$ cat config.mk
export PLATFORM = sky130hd
export DESIGN_NAME = instr_fetch_unit
export DESIGN_NICKNAME = d
export VERILOG_FILES = /design/src/rtl/riscv_pkg.sv /design/src/rtl/fetch_queue.sv /design/src/rtl/fetch_queue_checker.sv /design/src/rtl/instr_fetch_unit.sv
export SDC_FILE = /design/constraint.sdc
export NUM_CORES = 1
export LEC_CHECK = 0
export ABC_AREA = 1
export CORE_MARGIN = 3
export CORE_UTILIZATION = 44
export DETAILED_ROUTE_END_ITERATION = 8
export PLACE_DENSITY = 0.75
export SYNTH_ARGS = -nofsm -noshare
export SYNTH_HDL_FRONTEND = slang
export SYNTH_SLANG_ARGS = --single-unit
$ cat constraint.sdc
create_clock -name clk -period 6.6 [get_ports clk]
set_input_delay 0.99 -clock clk [delete_from_list [all_inputs] [get_ports clk]]
set_output_delay 0.99 -clock clk [all_outputs]
set_load 0.005 [all_outputs]
$ cat src/rtl/riscv_pkg.sv
// Shared types and constants for the instruction fetch slice.
package riscv_pkg;

  localparam int XLEN = 32;
  localparam int ILEN = 32;

  localparam logic [XLEN-1:0] RESET_PC_DEFAULT = 32'h0000_0000;
  localparam logic [ILEN-1:0] NOP_INSTR        = 32'h0000_0013;

  typedef enum logic [0:0] {
    FETCH = 1'b0,
    FAULT = 1'b1
  } fetch_state_t;

  typedef struct packed {
    logic [XLEN-1:0] pc;
    logic [ILEN-1:0] instr;
  } fetch_entry_t;

  // True when a fetch PC is not word aligned.
  function automatic logic pc_misaligned(input logic [XLEN-1:0] pc);
    return (pc[1:0] != 2'b00);
  endfunction

  // True when a fetch PC lies inside the instruction memory.
  function automatic logic pc_in_range(input logic [XLEN-1:0] pc,
                                       input logic [XLEN-1:0] limit);
    return (pc < limit);
  endfunction

endpackage

$ cat src/rtl/fetch_queue.sv
// Two-entry FIFO of fetched {pc, instr} pairs with flush.
module fetch_queue
  import riscv_pkg::*;
(
  input  logic         clk,
  input  logic         rst,
  input  logic         push,
  input  logic         pop,
  input  logic         flush,
  input  fetch_entry_t push_entry,
  output fetch_entry_t head_entry,
  output logic         full,
  output logic         empty
);

  fetch_entry_t slot_r [2];
  logic         rd_ptr_r;
  logic         wr_ptr_r;
  logic [1:0]   count_r;

  // Pointer and occupancy bookkeeping; flush discards everything.
  always_ff @(posedge clk) begin
    if (rst || flush) begin
      rd_ptr_r <= 1'b0;
      wr_ptr_r <= 1'b0;
      count_r  <= 2'd0;
    end else begin
      if (push) begin
        wr_ptr_r <= ~wr_ptr_r;
      end
      if (pop) begin
        rd_ptr_r <= ~rd_ptr_r;
      end
      case ({push, pop})
        2'b10:   count_r <= count_r + 2'd1;
        2'b01:   count_r <= count_r - 2'd1;
        default: count_r <= count_r;
      endcase
    end
  end

  // Entry storage; contents are don't-care until counted as valid.
  always_ff @(posedge clk) begin
    if (push && !flush && !rst) begin
      slot_r[wr_ptr_r] <= push_entry;
    end
  end

  assign head_entry = slot_r[rd_ptr_r];
  assign full       = (count_r == 2'd2);
  assign empty      = (count_r == 2'd0);

  fetch_queue_checker u_checker (
    .clk   (clk),
    .rst   (rst),
    .push  (push),
    .pop   (pop),
    .flush (flush),
    .count (count_r)
  );

endmodule

$ cat src/rtl/fetch_queue_checker.sv
// Structural invariants of the two-entry fetch queue.
module fetch_queue_checker (
  input logic       clk,
  input logic       rst,
  input logic       push,
  input logic       pop,
  input logic       flush,
  input logic [1:0] count
);

  // Occupancy can never exceed the two physical slots.
  a_count_max: assert property (@(posedge clk) disable iff (rst) count <= 2'd2);

  // A pop is only legal when something is queued.
  a_no_pop_empty: assert property (@(posedge clk) disable iff (rst)
    (pop && !flush) |-> (count != 2'd0));

  // A push into a full queue must be paired with a pop.
  a_no_overflow: assert property (@(posedge clk) disable iff (rst)
    (push && !flush && count == 2'd2) |-> pop);

endmodule

$ cat src/rtl/instr_fetch_unit.sv
// Instruction fetch: PC ownership, fetch queue control, redirects and sticky fault.
module instr_fetch_unit
  import riscv_pkg::*;
#(
  parameter logic [XLEN-1:0] RESET_PC  = RESET_PC_DEFAULT,
  parameter int              MEM_DEPTH = 256
) (
  input  logic            clk,
  input  logic            rst,
  output logic [XLEN-1:0] imem_addr,
  input  logic [ILEN-1:0] imem_instr,
  output logic            if_valid,
  output logic [ILEN-1:0] if_instr,
  output logic [XLEN-1:0] if_pc,
  input  logic            id_ready,
  input  logic            redirect_valid,
  input  logic [XLEN-1:0] redirect_pc,
  output logic            fetch_fault,
  output logic [XLEN-1:0] fault_pc
);

  // First byte address past the end of instruction memory.
  localparam logic [XLEN-1:0] PC_LIMIT = XLEN'(MEM_DEPTH * 4);

  fetch_state_t    state_r, state_next_s;
  logic [XLEN-1:0] pc_r, pc_next_s;
  logic            fault_r, fault_next_s;
  logic [XLEN-1:0] fault_pc_r, fault_pc_next_s;

  logic            push_s;
  logic            flush_s;
  logic            pop_s;
  logic            q_full_s;
  logic            q_empty_s;
  logic            pc_ok_s;
  logic            redirect_bad_s;
  fetch_entry_t    push_entry_s;
  fetch_entry_t    head_entry_s;

  assign pc_ok_s        = !pc_misaligned(pc_r) && pc_in_range(pc_r, PC_LIMIT);
  assign redirect_bad_s = pc_misaligned(redirect_pc) || !pc_in_range(redirect_pc, PC_LIMIT);

  // Nothing is presented to decode once faulted.
  assign if_valid = (state_r == FETCH) && !q_empty_s;
  assign pop_s    = if_valid && id_ready;

  assign push_entry_s = '{pc: pc_r, instr: imem_instr};

  // State, PC and fault capture registers; reset overrides everything.
  always_ff @(posedge clk) begin
    if (rst) begin
      state_r    <= FETCH;
      pc_r       <= RESET_PC;
      fault_r    <= 1'b0;
      fault_pc_r <= 32'h0000_0000;
    end else begin
      state_r    <= state_next_s;
      pc_r       <= pc_next_s;
      fault_r    <= fault_next_s;
      fault_pc_r <= fault_pc_next_s;
    end
  end

  // Next-state, PC update and queue push/flush decisions.
  always_comb begin
    state_next_s    = state_r;
    pc_next_s       = pc_r;
    fault_next_s    = fault_r;
    fault_pc_next_s = fault_pc_r;
    push_s          = 1'b0;
    flush_s         = 1'b0;
    case (state_r)
      FETCH: begin
        if (redirect_valid) begin
          // Redirect kills everything queued; a same-cycle pop is harmless.
          flush_s = 1'b1;
          if (redirect_bad_s) begin
            state_next_s    = FAULT;
            fault_next_s    = 1'b1;
            fault_pc_next_s = redirect_pc;
          end else begin
            pc_next_s = redirect_pc;
          end
        end else if (!pc_ok_s) begin
          // Sequential fetch ran off the end of memory.
          flush_s         = 1'b1;
          state_next_s    = FAULT;
          fault_next_s    = 1'b1;
          fault_pc_next_s = pc_r;
        end else if (!q_full_s || pop_s) begin
          push_s    = 1'b1;
          pc_next_s = pc_r + 32'd4;
        end else begin
          push_s = 1'b0;
        end
      end
      FAULT: begin
        state_next_s = FAULT;
      end
      default: begin
        state_next_s = FAULT;
        fault_next_s = 1'b1;
        flush_s      = 1'b1;
      end
    endcase
  end

  fetch_queue u_queue (
    .clk        (clk),
    .rst        (rst),
    .push       (push_s),
    .pop        (pop_s),
    .flush      (flush_s),
    .push_entry (push_entry_s),
    .head_entry (head_entry_s),
    .full       (q_full_s),
    .empty      (q_empty_s)
  );

  assign imem_addr   = pc_r;
  assign if_instr    = head_entry_s.instr;
  assign if_pc       = head_entry_s.pc;
  assign fetch_fault = fault_r;
  assign fault_pc    = fault_pc_r;

endmodule
==> results of run 1 <==
## metrics by stage
| step | util (%) | cells | worst slack (ns) | power, mW |
|---|---|---|---|---|
| floorplan | - | 685 | 1.75 | 2.06 |
| global placement | 57.6 | 1078 | 2.70 | 2.52 |
| detailed placement | 57.6 | 1078 | 2.62 | 2.54 |
| CTS | 61.1 | 1110 | 2.90 | 3.59 |
| global route | 61.1 | 1110 | 2.82 | 3.73 |
| finish | 61.1 | 1110 | 2.96 | 3.56 |
## how the worst max path moves through the flow
stage	from	endpoint	slack, ns	cells past startpoint
floorplan	redirect_valid	u_queue.slot_r[0][0]$_DFFE_PP_	1.75	8
global placement	redirect_valid	u_queue.slot_r[1][23]$_DFFE_PP_	2.70	10
detailed placement	redirect_valid	u_queue.slot_r[1][28]$_DFFE_PP_	2.62	10
CTS	flip-flop	if_pc[22]	2.90	3
global route	redirect_valid	u_queue.slot_r[1][14]$_DFFE_PP_	2.82	10
finish	flip-flop	if_pc[22]	2.96	3
## final cells by class
class | count | share of cell area, %
repair buffers | 202 | 18.7
clock buffers | 18 | 4.22
multi-input cells | 404 | 22.0
inverters | 48 | 1.71
well taps | 225 | 2.64
clock inverters | 14 | 1.39
flip-flops and latches | 199 | 49.3
## power groups by stage
| stage | Sequential (mW) | Clock (mW) | Combinational (mW) |
|---|---|---|---|
| after floorplan | 1.63 | 0 | 0.435 |
| after global placement | 1.64 | 0 | 0.885 |
| after detailed placement | 1.65 | 0 | 0.897 |
| after CTS | 1.62 | 1.07 | 0.904 |
| after global routing | 1.64 | 1.12 | 0.971 |
| final | 1.62 | 1.05 | 0.891 |
## state kept, by name (all words and copies together) (netlist names), named ones only
name,cells
u_queue.slot_r,128
fault_pc,32
imem_addr,32
u_queue.count_r,2
fetch_fault,1
state_r,1
u_queue.rd_ptr_r,1
u_queue.wr_ptr_r,1
## worst register-to-register path: cells and delay by family, from the launching register on
family	cells	cell delay [ns]
buffers and inverters	3	0.73
AND/OR/NAND/NOR	7	1.53
flip-flops	1	0.37
## cells by family (layout without fill, tap and decap cells)
logic type | after synthesis | count (layout) | synth area share, %
AO/OA/AOI/OAI | 96 | 96 | 6.98
XOR/XNOR | 3 | 3 | 0.330
adder cells (fa/ha/maj) | 2 | 2 | 0.314
buffers and inverters | 82 | 282 | 4.62
flip-flops | 199 | 199 | 66.2
multiplexers | 64 | 64 | 9.06
AND/OR/NAND/NOR | 239 | 239 | 12.5
## layout by cell type (no fill, tap or decap), types with 2 or more instances in the layout
cell / n
a21oi_1: 44
nand2_4: 2
nand4_1: 9
o21a_1: 3
clkbuf_16: 18
a31oi_1: 7
inv_2: 5
clkdlybuf4s50_1: 195
dfxtp_1: 70
o32ai_1: 2
inv_1: 41
clkinv_4: 2
a21oi_2: 13
buf_2: 2
nand2_2: 2
buf_4: 5
inv_8: 5
xor2_1: 3
mux2_2: 64
inv_6: 3
edfxtp_1: 128
nand3_1: 12
nand2_1: 149
nor3_1: 4
nor2_1: 53
o21ai_0: 26
ha_1: 2
inv_4: 4
## layer usage
layer  track usage, %  up-vias  wire [µm]
li1                 -     2734          -
met1             26.6     2664       8650
met2             31.4      174       9150
met3             3.99       26       1160
met4             6.17        0        299
met5                0        -          0
==> summary.txt, run 1 <==
Outcome
  • Status: completed

Setup path
  • Crit end category: output port
  • R2R cell count: 10
  • Crit-path max FO: 43
  • Reg2reg setup slack: 3.63 ns
  • Reg2Reg Launch Point: imem_addr[13]$_SDFFE_PP0P_
  • Crit start category: flip-flop
  • Slowest cell delay on critical path: 0.71 ns
  • WS Path Type: flip-flop to output port
  • Buf/Inv on CP: 2
  • Data arrival time of the worst path: 2.65 ns
  • Worst reg2reg endpoint: u_queue.slot_r[1][27]$_DFFE_PP_
  • Worst path cell trace: buf_4 > mux2_2 > clkdlybuf4s50_1
  • Slowest-stage cell, CP: dfxtp_2
  • Delay-heaviest family, CP: buffers and inverters
  • Worst Path Required: 5.61 ns

Min path
  • HP Class: flip-flop to flip-flop
  • Hold Path Depth: 2
  • Hold Path Sink: fault_pc[26]$_SDFFE_PP0P_
  • HP Start: fault_pc[26]$_SDFFE_PP0P_

Clock tree
  • H-tree Lvls: 4
  • Root Driver: clkbuf_16
  • Total CTS buffers: 17
  • Clock Latency Late Sink: 0.43 ns
  • Post-CTS sizing: 0
  • Clock Pin Slew Worst Setup and Hold Paths: 0.07 ns
  • TritonCTS clock tree: done
  • CTS hold repair buffers: 0
  • Clk buf depth: 2
  • Clock sink count: 199
  • Setup bufs post-CTS: 0

Synthesis
  • Post-synth EDFFs: 128
  • Seq cells post-synth: 199
  • Async S/R FF share, synth: 0%
  • Yosys Warn Count: 0
  • Synth unique cells: 34
  • Syn nets: 755
  • Synth area leader: edfxtp_1
  • Cells after synthesis: 685
  • Cell area after synthesis: 7960 µm²
  • Synth top cells by count: 149 x nand2_1, 128 x edfxtp_1, 71 x dfxtp_1
  • Top_reg_cell synth: edfxtp_1
  • Register area share after synthesis: 66.2%
  • Top-count cell post-synth: nand2_1
  • Syn_area_per_cell: 11.6 µm²
  • Synth top area share: 48.3%
  • Synth top area cells: edfxtp_1 48%, dfxtp_1 18%, mux2_2 9.1%

Timing
  • Period utilization: 55.1%
  • Max frequency: 275 MHz
  • Rel. slew slack: 31.1%
  • Fin crit period: 3.64 ns
  • Final setup viols: 0
  • Worst Max-Slew Pin Slew: 1.03 ns
  • Setup_tns: 0 ns
  • Hold WS: 0.468 ns
  • Max Slew Vio Count: 0
  • RSZ-0062 raised after global routing: no
  • Clock Skews: 0.0103 ns
  • Final hold viol count: 0

Cells and area
  • Antenna cells: 0
  • Share of layout cells above drive strength 1: 15.1%
  • Area of the multi-input gates: 2340 µm²
  • FF+latch area: 5270 µm²
  • Synth-to-Final Area Change: 34.1%
  • FILL cells: 1435
  • Nets: 942
  • Fin area: 10700 µm²

Route
  • Vias per cell: 5.04
  • DRC: 0
  • Drt first-iter violations: 367
  • Post-Route WL: 19300 µm
  • Drt first pass iters: 5
  • Wire per inst: 17.3 µm
  • Via count: 5598
  • Antenna-violating nets left: 0

GRT
  • Remaining global-route overflow: 0
  • GRT Util Overall: 19.5%
  • Largest net degree at the start of global routing: 64
  • Vias in the first global route: 5433
  • Initial antenna violation count: 0
  • First-pass GRT wire length: 30000 µm

Die
  • Io pins: 198
  • Die height: 140 µm
  • Core box area: 17500 µm²
  • Die area: 19700 µm²
  • Die X-Extent: 140 µm
  • Starting Density: 45.5%
  • Site Rows: 48

Placed design
  • Gpl congestion: 0.842
  • Buffers on Ports: 197
  • Area after DPL: 10100 µm²
  • Post-DP HPWL: 13300 µm

Pwr
  • Sw frac: 28.3%
  • Clock network fraction of total power: 29.5%
  • Logic pwr share: 25.0%
  • Psw: 1.01 mW
  • Total internal power: 2.55 mW
  • Sequential share of power: 45.5%
  • Leakage: 3.85 nW
  • PwrDens: 334 nW/µm²
  • VDD IR max: 0.000208 V

Run
  • Max cap viols: 0
No activity file was read; power rests on OpenSTA's default activity.
==> inputs of run 2 (changes only) <==
==> constraint.sdc (replaced) <==
create_clock -name clk -period 3 [get_ports clk]
set_input_delay 0.45 -clock clk [delete_from_list [all_inputs] [get_ports clk]]
set_output_delay 0.45 -clock clk [all_outputs]
set_load 0.005 [all_outputs]
==> run 2 against run 1 <==
  * Register-to-register slack lost 2.8 ns
  * Combinational power grew 130%
  * Utilization grew 0.75 points
  * Final cell count grew 0.72%
  * Worst hold slack lost 0.00091 ns
  * Non-clock buffer count grew 8
  * Critical path depth is the same
  * Clock skew grew 0.0026 ns
  * Via count is essentially flat
  * Die area is the same
  * Highest routed layer unchanged
  * Setup slack lost 2.5 ns
==> summary.txt, run 2 (synthesis results as in run 1) <==
Outcome
  • Status: completed

Placed design
  • Buffers on Ports: 197
  • Placed Cells: 1086
  • Post-DP HPWL: 13000 µm
  • Gpl congestion: 0.811
  • DP Worst Slack: 0.419 ns

Setup path
  • Data arrival time of the worst path: 2.14 ns
  • WS Path Type: flip-flop to output port
  • Slowest-stage cell, CP: buf_4
  • Worst Path Required: 2.55 ns
  • Crit end category: output port
  • Crit-path max FO: 41
  • Slowest cell delay on critical path: 0.45 ns
  • Crit start category: flip-flop
  • Worst path cell trace: buf_4 > mux2_2 > clkdlybuf4s50_1

Timing
  • Period utilization: 86.2%
  • RSZ-0062 raised after global routing: no
  • Setup_tns: 0 ns
  • Max Slew Vio Count: 0
  • Fin crit period: 2.59 ns
  • Max frequency: 387 MHz
  • Rel. slew slack: 59.7%
  • Hold WS: 0.467 ns
  • Final hold viol count: 0
  • Final setup viols: 0
  • Final WS setup: 0.415 ns
  • Clock Skews: 0.0129 ns
  • Worst Max-Slew Pin Slew: 0.605 ns

GRT
  • Grt met1 use: 26.1%
  • Initial antenna violation count: 0
  • First-pass GRT wire length: 30000 µm
  • Met2 usage: 31.1%
  • GRT Util Overall: 19.4%
  • Routing usage on met3: 4.78%
  • Largest net degree at the start of global routing: 65
  • Remaining global-route overflow: 0
  • Grt peak-use layer: met2
  • Vias in the first global route: 5632

Die
  • Die X-Extent: 140 µm
  • Site Rows: 48
  • Die area: 19700 µm²
  • Die height: 140 µm
  • Core box area: 17500 µm²
  • Starting Density: 45.5%
  • Io pins: 198

Min path
  • HP Class: flip-flop to flip-flop

Cells and area
  • Synth-to-Final Area Change: 35.8%
  • Commonest non-fill, non-tap cell in the layout: clkdlybuf4s50_1
  • Most frequent cells in the layout: 195 x clkdlybuf4s50_1, 149 x nand2_1, 128 x edfxtp_1
  • Nets: 950
  • Antenna cells: 0
  • FILL cells: 1441
  • Share of layout cells above drive strength 1: 16.1%
  • Final cell count without fillers: 1118
  • Most flops, register: u_queue.slot_r
  • Area of the multi-input gates: 2360 µm²
  • Max reg flops: 128
  • FF+latch area: 5270 µm²

Pwr
  • Total internal power: 5.73 mW
  • VDD IR max: 0.000444 V
  • Sw frac: 27.5%
  • Sequential share of power: 44.7%
  • Clock network fraction of total power: 29.7%
  • Logic pwr share: 25.5%
  • PwrDens: 732 nW/µm²
  • Psw: 2.18 mW
  • Leakage: 3.91 nW

Clock tree
  • Setup bufs post-CTS: 0
  • TritonCTS clock tree: done
  • Clock Pin Slew Worst Setup and Hold Paths: 0.07 ns
  • Clock sink count: 199
  • H-tree Lvls: 4
  • CTS hold repair buffers: 0
  • Clk buf depth: 2
  • Post-CTS sizing: 0
  • Total CTS buffers: 17
  • Clock Latency Late Sink: 0.43 ns
  • Root Driver: clkbuf_16

Run
  • Max cap viols: 0

Route
  • Vias per cell: 5.01
  • DRC: 0
  • Antenna-violating nets left: 0
  • Drt first pass iters: 6
  • Drt first-iter violations: 369
  • Wire per inst: 16.8 µm
  • Via count: 5600
  • Post-Route WL: 18800 µm
## run 2: changes by cell type in the layout (fill, tap and decap cells not counted), sizes merged
| cell | delta |
|---|---|
| buf | +8 |
| clkbuf | +3 |
| clkinv | +2 |
| inv | -5 |
## run 2: stage by stage
stage | cell area, µm² | power [mW] | util [%]
finish | 10800 | 7.91 | 61.8
global route | 10800 | 8.32 | 61.8
CTS | 10800 | 8.00 | 61.8
detailed placement | 10200 | 5.64 | 58.2
global placement | 10200 | 5.60 | 58.2
floorplan | 8000 | 4.54 | -
## run 2: critical path, delay by kind of cell, from the launching register on
kind / cells / cell delay (ns)
multiplexers: 1 / 0.43
flip-flops: 1 / 0.33
buffers and inverters: 2 / 0.90
## run 2: power groups by stage
stage	logic [mW]	clock network [mW]	registers (mW)
2_1_floorplan	0.976	0	3.57
3_3_place_gp	2.02	0	3.58
3_5_place_dp	2.04	0	3.60
4_1_cts	2.05	2.41	3.54
5_1_grt	2.21	2.52	3.58
6_report	2.02	2.35	3.54
## run 2: worst paths after layout
check,from,endpoint,depth (start not counted),slack (ns)
setup reg to reg,imem_addr[13]$_SDFFE_PP0P_,u_queue.slot_r[1][38]$_DFFE_PP_,10,0.82
hold reg to reg,fault_pc[0]$_SDFFE_PP0P_,fault_pc[0]$_SDFFE_PP0P_,2,0.47
hold / removal,fault_pc[0]$_SDFFE_PP0P_,fault_pc[0]$_SDFFE_PP0P_,2,0.47
setup / recovery,flip-flop,if_instr[22],3,0.41
## run 2: routing by layer
| metal | vias up | share of wire (%) |
|---|---|---|
| met5 | - | 0 |
| met4 | 0 | 1.7 |
| met3 | 25 | 6.1 |
| met2 | 182 | 48 |
| met1 | 2660 | 44 |
| li1 | 2733 | - |
## run 2: layout make-up
cell class,count,share of cell area [%]
Clock buffer,21,4.65
Timing Repair Buffer,210,19.3
Clock inverter,11,1.16
Tap cell,225,2.61
Inverter,48,1.74
Sequential cell,199,48.7
Multi-Input combinational cell,404,21.8
==> inputs of run 3 (changes only) <==
--- a/config.mk
+++ b/config.mk
@@ -9,7 +9,7 @@
 export CORE_MARGIN = 3
 export CORE_UTILIZATION = 44
 export DETAILED_ROUTE_END_ITERATION = 8
-export PLACE_DENSITY = 0.75
+export PLACE_DENSITY = 0.71
 export SYNTH_ARGS = -nofsm -noshare
 export SYNTH_HDL_FRONTEND = slang
 export SYNTH_SLANG_ARGS = --single-unit
==> run 3 against run 2 <==
  * Die area stayed put
  * Non-clock buffer count unchanged
  * Sequential cell count did not move
  * Register-to-register slack gained 0.05 ns
==> summary.txt, run 3 (synthesis results as in run 1) <==
Outcome
  • Status: completed

Setup path
  • WS Path Type: flip-flop to output port
  • R2R cell count: 10
  • Worst Path Required: 2.55 ns
  • Worst reg2reg endpoint: u_queue.slot_r[0][57]$_DFFE_PP_
  • Reg2Reg Launch Point: imem_addr[1]$_SDFFE_PP0P_
  • Crit-path max FO: 27
  • Crit end category: output port
  • Data arrival time of the worst path: 2.09 ns
  • Reg2reg setup slack: 0.87 ns
  • Crit start category: flip-flop

Route
  • Vias per cell: 5.04
  • Wire per inst: 17.0 µm
  • Antenna-violating nets left: 0
  • Drt first pass iters: 5
  • DRC: 0
  • Via count: 5636
  • Drt first-iter violations: 344
  • Post-Route WL: 19100 µm

Cells and area
  • Antenna cells: 0
  • Commonest non-fill, non-tap cell in the layout: clkdlybuf4s50_1
  • Most flops, register: u_queue.slot_r
  • Fin area: 10700 µm²
  • Max reg flops: 128
  • Nets: 950
  • Most frequent cells in the layout: 195 x clkdlybuf4s50_1, 149 x nand2_1, 128 x edfxtp_1
  • Share of layout cells above drive strength 1: 15.8%
  • Synth-to-Final Area Change: 35.0%

Clock tree
  • Post-CTS sizing: 0
  • H-tree Lvls: 4
  • Clock Latency Late Sink: 0.43 ns
  • TritonCTS clock tree: done
  • Setup bufs post-CTS: 0
  • Root Driver: clkbuf_16
  • Clk buf depth: 2
  • Clock sink count: 199
  • Total CTS buffers: 17
  • Clock Pin Slew Worst Setup and Hold Paths: 0.07 ns
  • CTS hold repair buffers: 0

GRT
  • GRT Util Overall: 19.8%
  • Largest net degree at the start of global routing: 62
  • Vias in the first global route: 5429
  • Initial antenna violation count: 0
  • First-pass GRT wire length: 30300 µm
  • Remaining global-route overflow: 0

Timing
  • Fin crit period: 2.54 ns
  • Max Slew Vio Count: 0
  • Final setup viols: 0
  • RSZ-0062 raised after global routing: no
  • Setup_tns: 0 ns
  • Rel. slew slack: 59.6%
  • Final hold viol count: 0
  • Hold WS: 0.469 ns
  • Max frequency: 394 MHz
  • Worst Max-Slew Pin Slew: 0.600 ns
  • Clock Skews: 0.00940 ns
  • Period utilization: 84.7%

Die
  • Core box area: 17500 µm²
  • Starting Density: 45.5%
  • Die X-Extent: 140 µm
  • Io pins: 198
  • Die area: 19700 µm²
  • Site Rows: 48
  • Die height: 140 µm

Min path
  • HP Class: flip-flop to flip-flop
  • Hold Path Depth: 2
  • Hold Path Sink: fault_pc[1]$_SDFFE_PP0P_
  • HP Start: fault_pc[1]$_SDFFE_PP0P_

Placed design
  • Area after DPL: 10200 µm²
  • Buffers on Ports: 197
  • Post-DP HPWL: 13500 µm
  • Gpl congestion: 0.834

Pwr
  • Leakage: 3.86 nW
  • VDD IR max: 0.000541 V
  • PwrDens: 714 nW/µm²

Run
  • Max cap viols: 0
## run 3: cell type report
class | instances | area, µm²
fill | 1444 | 6730
sequential | 199 | 5270
multi-input combinational | 404 | 2360
timing repair buffer | 210 | 2110
clock buffer | 17 | 425
tap | 225 | 282
inverter | 48 | 188
clock inverter | 15 | 119
## run 3: report_power, final
part / switching [mW] / internal [mW] / total (mW)
logic: 0.944 / 1.09 / 2.03
clock network: 1.02 / 1.08 / 2.10
registers: 0.203 / 3.34 / 3.54
## run 3: worst max path at each step
| stage | start | endpoint | slack [ns] |
|---|---|---|---|
| CTS | flip-flop | if_pc[24] | 0.37 |
| global placement | redirect_pc[16] | imem_addr[16]$_SDFFE_PP0P_ | 0.33 |
| finish | flip-flop | if_pc[25] | 0.46 |
| global route | flip-flop | if_instr[0] | 0.34 |
| floorplan | redirect_valid | u_queue.slot_r[1][0]$_DFFE_PP_ | -0.08 |
| detailed placement | redirect_pc[16] | imem_addr[11]$_SDFFE_PP0P_ | 0.30 |
## run 3: per-layer routing
metal	global-route usage, %	vias to the layer above	part of all wire [%]
met5	0	-	0
met4	6.78	0	2.2
met3	4.44	27	5.8
met2	30.8	187	46
met1	27.4	2677	46
li1	-	2745	-
## run 3: through the flow
step / std cells / utilization (%) / setup WS (ns) / total power, mW
6_report: 1118 / 61.5 / 0.459 / 7.67
3_5_place_dp: 1086 / 58.4 / 0.300 / 5.65
5_1_grt: 1118 / 61.5 / 0.342 / 8.09
3_3_place_gp: 1086 / 58.4 / 0.330 / 5.63
2_1_floorplan: 685 / - / -0.0818 / 4.54
4_1_cts: 1118 / 61.5 / 0.368 / 7.76
## run 3: worst max-delay path, stage by stage (launching register included)
cell and delay, ns:
dfxtp_2 0.57, buf_12 0.26, mux2_2 0.36, clkdlybuf4s50_1 0.47
